## config.mk

```make
export PLATFORM = sky130hd
export DESIGN_NAME = softmax_pe
export DESIGN_NICKNAME = d
export VERILOG_FILES = /design/src/rtl/softmax_pe.sv
export SDC_FILE = /design/constraint.sdc
export NUM_CORES = 1
export LEC_CHECK = 0
export ABC_AREA = 1
export CAP_MARGIN = 0
export CORE_MARGIN = 2
export CORE_UTILIZATION = 48
export DETAILED_ROUTE_END_ITERATION = 10
export PLACE_DENSITY = 0.77
export SLEW_MARGIN = 40
export SYNTH_ARGS = -nofsm -noshare
export SYNTH_HDL_FRONTEND = slang
export SYNTH_SLANG_ARGS = --single-unit
export TNS_END_PERCENT = 100
```

## constraint.sdc

```tcl
create_clock -name clk -period 3 [get_ports clk]
set_clock_uncertainty 0.15 [all_clocks]
set_input_delay 0.3 -clock clk [delete_from_list [all_inputs] [get_ports clk]]
set_output_delay 0.3 -clock clk [all_outputs]
set_load 0.03 [all_outputs]
```

## src/rtl/softmax_pe.sv

```systemverilog
// Softmax array processing element: valid/ready operand and result streams, local
// accumulator with saturating ALU, scratch registers and a restoring unsigned divider.
module softmax_pe #(
  parameter int BITWIDTH  = 16,
  parameter int REG_DEPTH = 4,
  parameter int ADDR_W    = $clog2(REG_DEPTH)
) (
  input  logic                clk,
  input  logic                reset,
  input  logic                in_valid,
  output logic                in_ready,
  input  logic [2:0]          op_code,
  input  logic [BITWIDTH-1:0] input_left,
  input  logic [ADDR_W-1:0]   reg_addr,
  output logic [BITWIDTH-1:0] output_right,
  output logic                out_valid,
  input  logic                out_ready,
  output logic [BITWIDTH-1:0] output_down,
  output logic                div_by_zero,
  output logic                busy
);
  localparam int CNT_W = $clog2(BITWIDTH);
  localparam logic [CNT_W-1:0]    CNT_INIT = CNT_W'(BITWIDTH - 1);
  localparam logic [BITWIDTH-1:0] ONE      = BITWIDTH'(1);
  localparam logic [BITWIDTH-1:0] MAX_POS  = {1'b0, {(BITWIDTH-1){1'b1}}};
  localparam logic [BITWIDTH-1:0] MIN_NEG  = {1'b1, {(BITWIDTH-1){1'b0}}};

  localparam logic [2:0] OP_MAX = 3'd0, OP_EXP2 = 3'd1, OP_ADD = 3'd2, OP_SUB = 3'd3,
                         OP_DIV = 3'd4, OP_LDA = 3'd5, OP_STORE = 3'd6, OP_LOAD = 3'd7;

  typedef enum logic {S_IDLE, S_DIV} state_t;
  state_t state_q, state_d;

  logic [BITWIDTH-1:0] acc;
  logic [BITWIDTH-1:0] regs [REG_DEPTH];
  logic [BITWIDTH-1:0] dvsr, quo, rem;
  logic [CNT_W-1:0]    cnt;
  logic                accept;

  assign in_ready    = (state_q == S_IDLE) && (!out_valid || out_ready);
  assign accept      = in_valid && in_ready;
  assign busy        = (state_q == S_DIV);
  assign output_down = acc;

  always_ff @(posedge clk) begin
    if (reset) state_q <= S_IDLE;
    else       state_q <= state_d;
  end

  always_comb begin
    state_d = state_q;
    case (state_q)
      S_IDLE: if (accept && op_code == OP_DIV && input_left != '0) state_d = S_DIV;
      S_DIV:  if (cnt == '0) state_d = S_IDLE;
      default: state_d = S_IDLE;
    endcase
  end

  // One restoring step: shift the next dividend bit into the partial remainder.
  logic [BITWIDTH:0]   shifted, trial;
  logic                q_bit;
  logic [BITWIDTH-1:0] rem_nxt, quo_nxt;
  always_comb begin
    shifted = {rem, quo[BITWIDTH-1]};
    trial   = shifted - {1'b0, dvsr};
    q_bit   = !trial[BITWIDTH];
    rem_nxt = q_bit ? trial[BITWIDTH-1:0] : shifted[BITWIDTH-1:0];
    quo_nxt = {quo[BITWIDTH-2:0], q_bit};
  end

  function automatic logic [BITWIDTH-1:0] sat(input logic [BITWIDTH:0] x);
    if (x[BITWIDTH] != x[BITWIDTH-1]) return x[BITWIDTH] ? MIN_NEG : MAX_POS;
    return x[BITWIDTH-1:0];
  endfunction

  logic [BITWIDTH:0]   add_ext, sub_ext;
  logic [BITWIDTH-1:0] alu_res;
  always_comb begin
    add_ext = {acc[BITWIDTH-1], acc} + {input_left[BITWIDTH-1], input_left};
    sub_ext = {acc[BITWIDTH-1], acc} - {input_left[BITWIDTH-1], input_left};
    alu_res = acc;
    case (op_code)
      OP_MAX:  alu_res = ($signed(input_left) > $signed(acc)) ? input_left : acc;
      OP_EXP2: begin
        if (input_left[BITWIDTH-1])                        alu_res = '0;
        else if (input_left >= BITWIDTH'(BITWIDTH - 1))    alu_res = MAX_POS;
        else                                               alu_res = ONE << input_left;
      end
      OP_ADD:  alu_res = sat(add_ext);
      OP_SUB:  alu_res = sat(sub_ext);
      OP_LDA:  alu_res = input_left;
      OP_LOAD: alu_res = regs[reg_addr];
      default: alu_res = acc;
    endcase
  end

  always_ff @(posedge clk) begin
    if (reset) begin
      acc          <= '0;
      output_right <= '0;
      out_valid    <= 1'b0;
      div_by_zero  <= 1'b0;
      dvsr         <= '0;
      quo          <= '0;
      rem          <= '0;
      cnt          <= '0;
      for (int i = 0; i < REG_DEPTH; i++) regs[i] <= '0;
    end else if (accept) begin
      output_right <= input_left;
      out_valid    <= 1'b1;
      case (op_code)
        OP_DIV: begin
          if (input_left == '0) begin
            acc         <= '1;
            div_by_zero <= 1'b1;
          end else begin
            dvsr      <= input_left;
            quo       <= acc;
            rem       <= '0;
            cnt       <= CNT_INIT;
            out_valid <= 1'b0;
          end
        end
        OP_STORE: regs[reg_addr] <= acc;
        default: begin
          acc <= alu_res;
          if (op_code == OP_LDA) div_by_zero <= 1'b0;
        end
      endcase
    end else if (state_q == S_DIV) begin
      rem <= rem_nxt;
      quo <= quo_nxt;
      cnt <= cnt - 1'b1;
      if (cnt == '0) begin
        acc       <= quo_nxt;
        out_valid <= 1'b1;
      end
    end else if (out_ready) begin
      out_valid <= 1'b0;
    end
  end
endmodule

```

### Word-level counts from Yosys, hierarchy flattened

Memories as Yosys holds them, arrays and structs flattened.
Index checks and enable logic that the tools add are counted.

* flip-flop bits (word level): 87
* latch bits: 0
* memory bits (writable): 64
* ROM bits: 0
* bits of input ports: 25
* output and inout port bits: 36
* logic and storage cells: 111
* memories: 1

Memories
* regs: words 4, width 16, read ports 1, clocked after memory_dff 0, write ports 4, RTL line 35 `logic [BITWIDTH-1:0] regs [REG_DEPTH];`

* add/sub/neg operators: 4
* $mul: 0
* divide/modulo/power cells: 0
* magnitude comparators: 2
* equality and inequality tests: 17
* shift operators: 1
* mux-type cells: 53
* bitwise operators: 3
* reduce and logical (&&, ||, !) cells: 21

Operator list (count)
* 16-bit two-way mux: 23
* 16-bit one-hot mux with 6 select lines: 1
* 16-bit one-hot mux with 2 select lines: 1
* 1-bit two-way mux: 21
* 16-bit by 16-bit adder with 17-bit output: 1
* 16-bit by 16-bit subtractor with 17-bit output: 1
* 17-bit by 16-bit subtractor with 17-bit output: 1
* 16-bit by 4-bit greater-or-equal comparator with 1-bit output, second input constant: 1
* 16-bit greater-than comparator: 1
* 16-bit logical NOT: 1
* 4-bit two-way mux: 4
* 16-bit nonzero test: 1
* 16-bit OR reduction: 1
* 1-bit by 16-bit << shifter with 16-bit output, first input constant: 1
* 3-bit equality test, second input constant: 4
* 8-bit by 1-bit inequality test with 1-bit output, second input constant: 1
* 3-bit by 2-bit equality test with 1-bit output, second input constant: 2
* 3-bit AND reduction: 2
* 6-bit AND reduction: 1
* 2-bit nonzero test: 3
* 1-bit logical AND: 4
* 4-bit logical NOT: 1
* 2-bit by 1-bit inequality test with 1-bit output, second input constant: 2
* 2-bit inequality test, second input constant: 2
* 15 further kinds: 20

### Longest topological paths before layout

Gate-level depths: netlist of the first run.

* depth in word-level cells: 9
* mapped depth: 20
* mapped depth without buffers: 18

### Least setup slack after synthesis of the first run

No wires, ideal clock.

* path kind: register to register
* start: reg out_valid
* end: mem regs[3][0], enable pin
* library setup time: 0.411 ns
* arrival: 2.601 ns
* required time: 2.439 ns
* slack: -0.163 ns
* stages on the path, launching flop included: 6
* buffers on the path: 0
* clock period less this slack: 3.163 ns
* path through: dfxtp_1 > a21oi_1 > nand2_1 > nor4_2 > inv_1 > o21ai_0

RTL lines
* start, declared: RTL line 16 `output logic out_valid,`
* start signal, assigned: RTL line 101 `out_valid <= 1'b0;`
* start signal, assigned: RTL line 110 `out_valid <= 1'b1;`
* start signal, assigned: RTL line 121 `out_valid <= 1'b0;`
* end, declared: RTL line 35

### Worst setup path after layout of the first run

* start: reg quo[15]
* end: reg rem[9]

* longest elaborated chain between the ends: 4

RTL lines
* start, declared: RTL line 36 `logic [BITWIDTH-1:0] dvsr, quo, rem;`
* start signal, assigned: RTL line 132 `quo <= quo_nxt;`
* 17-bit by 16-bit subtractor with 17-bit output: RTL line 65 `trial = shifted - {1'b0, dvsr};`
* 16-bit two-way mux: RTL line 67 `rem_nxt = q_bit ? trial[BITWIDTH-1:0] : shifted[BITWIDTH-1:0];`
* 16-bit two-way mux: RTL line 130 `end else if (state_q == S_DIV) begin`
* 16-bit two-way mux: RTL line 108 `end else if (accept) begin`
* end signal, assigned: RTL line 131 `rem <= rem_nxt;`
* end, declared: RTL line 36

Every way passes these cells. The select of a mux whose other input is x is not followed.
A chain may end at the register's enable or synchronous reset.

==> flow_summary.toml, run 1 <==
[synth]
synth_simple_gate_area_frac = 0.280
synth_seq_cells = 151
synth_top_family_by_area = "simple AND/OR/NAND/NOR gates"
yosysSeqAreaShare = 0.367
synth.area.top_cells = "edfxtp_1 19%, dfxtp_1 17%, nand2_1 13%"
synth-edff-count = 64
ys_types = 42
ys_async_sr_fraction = 0
synthAdderAreaFrac = 0.0675
ys.flop_type = "dfxtp_1"
yosys_warnings = 0
synth_area_um2 = 9980
synth_xor_area_frac = 0.0290
syn_inst = 1392
netlist.top_cell.by_area = "edfxtp_1"
postSynthAreaPerCell_um2 = 7.17
synth_top_area_frac = 0.193
muxShareOfSynthArea = 0
synth_nets = 1469
synth_compound_area_frac = 0.164

[floorplan]
die_w_um = 148
design.die.area_um2 = 22000
ioPinCount = 61
rows = 52
initial_utilization = 0.491
die_h_um = 148
core_area_um2 = 20300

[grt]
grt_pass1_wl_um = 48500
top_usage_layer = "met2"
use_met3 = 0.0475
grt_pass1_vias = 9299
grt_util_met2 = 0.439
track_usage = 0.281
antenna_found_initial = 0
grt_start_max_net_pins = 51
grt-ovfl-total = 0
grt_util_met1 = 0.386

[routing]
routed_wl_um = 30700
dr.pass1.iters = 5
drc = 0
vias = 9855
viasPerCell = 5.44
wire_per_inst_um = 17.0
drtIter0Drc = 893
antenna_left = 0

[layout]
antennaDiodeCount = 0
final_nets = 1605
area_delta_synth_final_pct = 22.1
drive_above_1_share = 0.154
n_fill_cell = 1835

[run_status]
outcome = "finished clean"

[clocking]
cts-root-buf = "clkbuf_16"
cts_resized = 0
clk_latency_ns = 0.45
post_cts_buffers = 0
htreeDepth = 4
path_clk_slew_ns = 0.07
tritoncts = "done"
cts_buffers = 17
cts.sinks = 151
hold_buffers = 0
cts_buffer_depth = 2

[critical_path]
worstPathCellList = "inv_1 -> ha_1 -> fa_1 -> inv_1 -> nand3_1 -> nand2_1 -> a21o_1 -> nand3_1 -> nand3_1 -> nand2_1 -> buf_4 -> or2_2 -> nand3_1 -> a21oi_1"
critPathTopFamily = "simple AND/OR/NAND/NOR gates"
path_class = "reg2reg"
worstSetupEndpointType = "flip-flop"
max_stage_delay_ns = 0.42
crit_required_ns = 3.15
arrival_ns = 2.94
cp_common_cell = "nand3_1"
crit_slowest_cell = "fa_1"
worst-path-max-fanout = 15
critPathLaunchType = "flip-flop"
path_buf_inv = 3

[power]
p_leak_nw = 5.44
pwr_density_cell_nw_per_um2 = 554
power.total_mw = 6.75
ir_worst_vdd_v = 0.000446

[sta]
setup_tns_ns = 0
max_freq_ghz = 0.358
hold_violations = 0
fin_crit_ns = 2.79
hold_slack_ns = 0.310
rsz0062_at_grt = "no"
slew_viol_final = 0
fin_crit_sh = 0.930
relSlewSlack = 0.632
setup_viol = 0
worst_pin_slew_ns = 0.552

[placement]
dpl.hpwl_um = 23100
port_buffers = 60
routabilityCongestion = 0.981

[flow_run]
max_cap_viol_count = 0

[worst_hold_path]
holdCritPathClass = "reg2reg"
## layout make-up
type / count / area, um^2 / area share
multi-input combinational: 1021 / 5400 / 0.444
sequential: 151 / 3660 / 0.301
timing repair buffer: 184 / 1590 / 0.130
inverter: 153 / 574 / 0.0472
clock buffer: 17 / 425 / 0.0349
tap: 270 / 338 / 0.0277
clock inverter: 15 / 185 / 0.0152
## layer usage
metal | wire length (um) | vias up
li1 | - | 4877
met1 | 13400 | 4501
met2 | 13700 | 411
met3 | 2520 | 66
met4 | 1120 | 0
met5 | 0 | -
## through the flow
step / util / cell area, um^2 / std cells / worst slack, ns
2_1_floorplan: - / 9980 / 1392 / 0.197
3_3_place_gp: 0.570 / 11600 / 1779 / -0.0735
3_5_place_dp: 0.570 / 11600 / 1779 / -0.113
4_1_cts: 0.600 / 12200 / 1811 / 0.247
5_1_grt: 0.600 / 12200 / 1811 / 0.0212
6_report: 0.600 / 12200 / 1811 / 0.210
## power breakdown
group	switching (mW)	internal, mW	leakage (nW)
clock network	0.985	1.26	0.302
logic	1.37	0.825	3.77
registers	0.0683	2.24	1.37
## registers in the layout, indices dropped and copies added, names as in the netlist
name	cells
regs	64
dvsr	16
output_down	16
output_right	16
quo	16
rem	16
cnt	4
busy	1
div_by_zero	1
out_valid	1
## worst reg2reg max path: cells and delay by family, from the launching register on
family,cells,cell delay [ns]
compound gates,2,0.30
fa+ha+maj,2,0.62
buf+inv,3,0.35
flops,1,0.34
simple gates,7,0.91
## synthesized netlist by cell type, types with 20 or more instances
library cell / instances
a21oi_1: 142
a21oi_2: 20
clkbuf_1: 34
dfxtp_1: 87
edfxtp_1: 64
ha_1: 49
inv_1: 133
nand2_1: 352
nand2_2: 20
nand3_1: 95
nor2_1: 134
nor3_1: 34
o21ai_0: 49
xor2_1: 25
## cell families (layout without fill, tap and decap cells)
group / Yosys count / count (layout)
compound gates: 276 / 276
xor+xnor: 33 / 33
simple gates: 660 / 660
buf+inv: 220 / 369
fa+ha+maj: 52 / 52
flops: 151 / 151
## worst paths after layout
kind / start / end / slack [ns] / cells after the start
worst max-delay path: quo[15]$_SDFFE_PP0P_ / rem[9]$_SDFFE_PP0P_ / 0.21 / 14
worst min register to register: dvsr[7]$_SDFFE_PP0P_ / dvsr[7]$_SDFFE_PP0P_ / 0.31 / 2
worst min-delay path: dvsr[7]$_SDFFE_PP0P_ / dvsr[7]$_SDFFE_PP0P_ / 0.31 / 2
worst max register to register: quo[15]$_SDFFE_PP0P_ / rem[9]$_SDFFE_PP0P_ / 0.21 / 14
## cell usage in the layout, fill, tap and decap left out, types with 49 or more instances in the layout
cell type        Yosys  final
nand2_1            352    351
a21oi_1            142    141
nor2_1             134    134
inv_1              133    133
buf_4               11    119
nand3_1             95     95
dfxtp_1             87     87
edfxtp_1            64     64
clkdlybuf4s50_1      0     59
ha_1                49     49
No activity file was read; power rests on OpenSTA's default activity.
==> run 2, diff against run 1 <==
Settings changed: CORE_UTILIZATION 48 to 50, PLACE_DENSITY 0.77 to 0.79, RECOVER_POWER set to 25.
==> run 2 against run 1 <==
Net effect:
- fmax increased by 1.8%
- power shrank 0.57%
- worst hold slack improved by 0.0069 ns
- critical path depth shrank 4
- first-iteration DRC count down 11%
- sequential share of layout area is 0.16 points higher
- count of clock-buffer cells in the layout stayed put
- global-route usage increased by 0.62 points
==> flow_summary.toml, run 2 (synthesis results as in run 1) <==
[sta]
worst_pin_slew_ns = 1.04
max_freq_ghz = 0.365
hold_violations = 0
rsz0062_at_grt = "no"
fin_crit_ns = 2.74
slew_viol_final = 0
fin_crit_sh = 0.914
setup_tns_ns = 0
setup_viol = 0
relSlewSlack = 0.306

[placement]
postPlaceCellArea_um2 = 11500
place_inst = 1762
port_buffers = 60
routabilityCongestion = 1.01
dpl.hpwl_um = 23200

[flow_run]
max_cap_viol_count = 0

[layout]
top_register = "regs"
drive_above_1_share = 0.143
final_cell_mix = "351 x nand2_1, 142 x a21oi_1, 134 x nor2_1"
instances_no_fill = 1794
final_nets = 1593
mostFrequentLayoutCell = "nand2_1"
design_area_um2 = 12100
largest_reg_flops = 64
area_delta_synth_final_pct = 21.4
antennaDiodeCount = 0

[critical_path]
arrival_ns = 2.89
worst-path-max-fanout = 22
r2r-start = "out_valid$_SDFFE_PP0P_"
path_class = "in2reg"
regToRegEndpoint = "quo[0]$_SDFFE_PP0P_"
crit_slowest_cell = "clkbuf_1"
worstSetupEndpointType = "flip-flop"
crit_required_ns = 3.15
rr_worst_depth = 8
max_stage_delay_ns = 0.78
reg2reg_slack_ns = 0.30
critPathLaunchType = "input port"
worstPathCellList = "clkdlybuf4s50_1 -> inv_1 -> a21oi_1 -> nand2_2 -> buf_4 -> inv_1 -> clkbuf_1 -> nor2_1 -> o21ai_0 -> a21oi_1"

[clocking]
htreeDepth = 4
cts_resized = 0
cts.sinks = 151
tritoncts = "done"
hold_buffers = 0
cts_buffers = 17
cts-root-buf = "clkbuf_16"
path_clk_slew_ns = 0.07
clk_latency_ns = 0.44
cts_buffer_depth = 2
post_cts_buffers = 0

[floorplan]
rows = 51
design.die.area_um2 = 21100
initial_utilization = 0.511
ioPinCount = 61
die_h_um = 145
core_area_um2 = 19500
die_w_um = 145

[worst_hold_path]
holdCritPathClass = "reg2reg"
hp-start = "output_right[7]$_SDFFE_PP0P_"
hold_depth = 2
hold_end = "output_right[7]$_SDFFE_PP0P_"

[grt]
grt_pass1_wl_um = 48600
grt-ovfl-total = 0
track_usage = 0.287
grt_pass1_vias = 9237
grt_start_max_net_pins = 51
antenna_found_initial = 0

[routing]
routed_wl_um = 30400
drtIter0Drc = 794
antenna_left = 0
drc = 0
viasPerCell = 5.51
dr.pass1.iters = 5
wire_per_inst_um = 16.9
vias = 9879

[power]
ir_worst_vdd_v = 0.000436
power.total_mw = 6.71
p_leak_nw = 5.43
pwr_density_cell_nw_per_um2 = 554

[run_status]
outcome = "finished clean"
[run 2: cell count changes in the layout (fill, tap and decap cells not counted), sizes merged]
cell and delta:
bufinv -2, dlygate4sd3 +21, clkinv +5, inv -3, buf -16, clkbuf +4, clkdlybuf4s50 -21
[run 2: routing by layer]
layer	vias to the layer above	GRT usage	wire length [um]
li1	4862	-	-
met1	4513	0.386	13000
met2	438	0.466	14000
met3	66	0.0494	2390
met4	0	0.101	990
met5	-	0	0
[run 2: power by group]
| part | internal [mW] | switching, mW |
|---|---|---|
| Clock | 1.16 | 1.08 |
| Combinational | 0.805 | 1.36 |
| Sequential | 2.24 | 0.0732 |
[run 2: worst max-delay path by stage]
stage	startpoint	end	slack [ns]	cells past startpoint
2_1_floorplan	out_valid$_SDFFE_PP0P_	regs[1][0]$_SDFFCE_PN0P_	0.20	10
3_3_place_gp	input_left[14]	output_down[13]$_SDFFE_PP0P_	-0.08	16
3_5_place_dp	input_left[0]	output_down[15]$_SDFFE_PP0P_	-0.1	16
4_1_cts	input_left[14]	output_down[13]$_SDFFE_PP0P_	0.34	16
5_1_grt	input_left[14]	output_down[12]$_SDFFE_PP0P_	0.08	17
6_report	out_ready	quo[0]$_SDFFE_PP0P_	0.26	10
[run 2: worst max-delay path: cells and delay by family]
kind / cells / cell delay (ns)
and+or+nand+nor: 2 / 0.39
AOI/OAI and AO/OA: 3 / 0.51
buffers and inverters: 5 / 1.66
[run 2: stage by stage]
step | worst slack [ns] | hold slack [ns] | utilization
floorplan | 0.197 | 0.285 | -
global placement | -0.0829 | 0.301 | 0.589
detailed placement | -0.0972 | 0.305 | 0.589
CTS | 0.342 | 0.317 | 0.622
global route | 0.0770 | 0.333 | 0.620
finish | 0.259 | 0.317 | 0.620
[run 2: cell type report]
class                           instances  area (um^2)
Fill cell                            1736         7410
Clock buffer                           17          425
Sequential cell                       151         3660
Multi-Input combinational cell       1021         5390
Inverter                              153          574
Tap cell                              265          332
Timing Repair Buffer                  172         1510
Clock inverter                         15          214
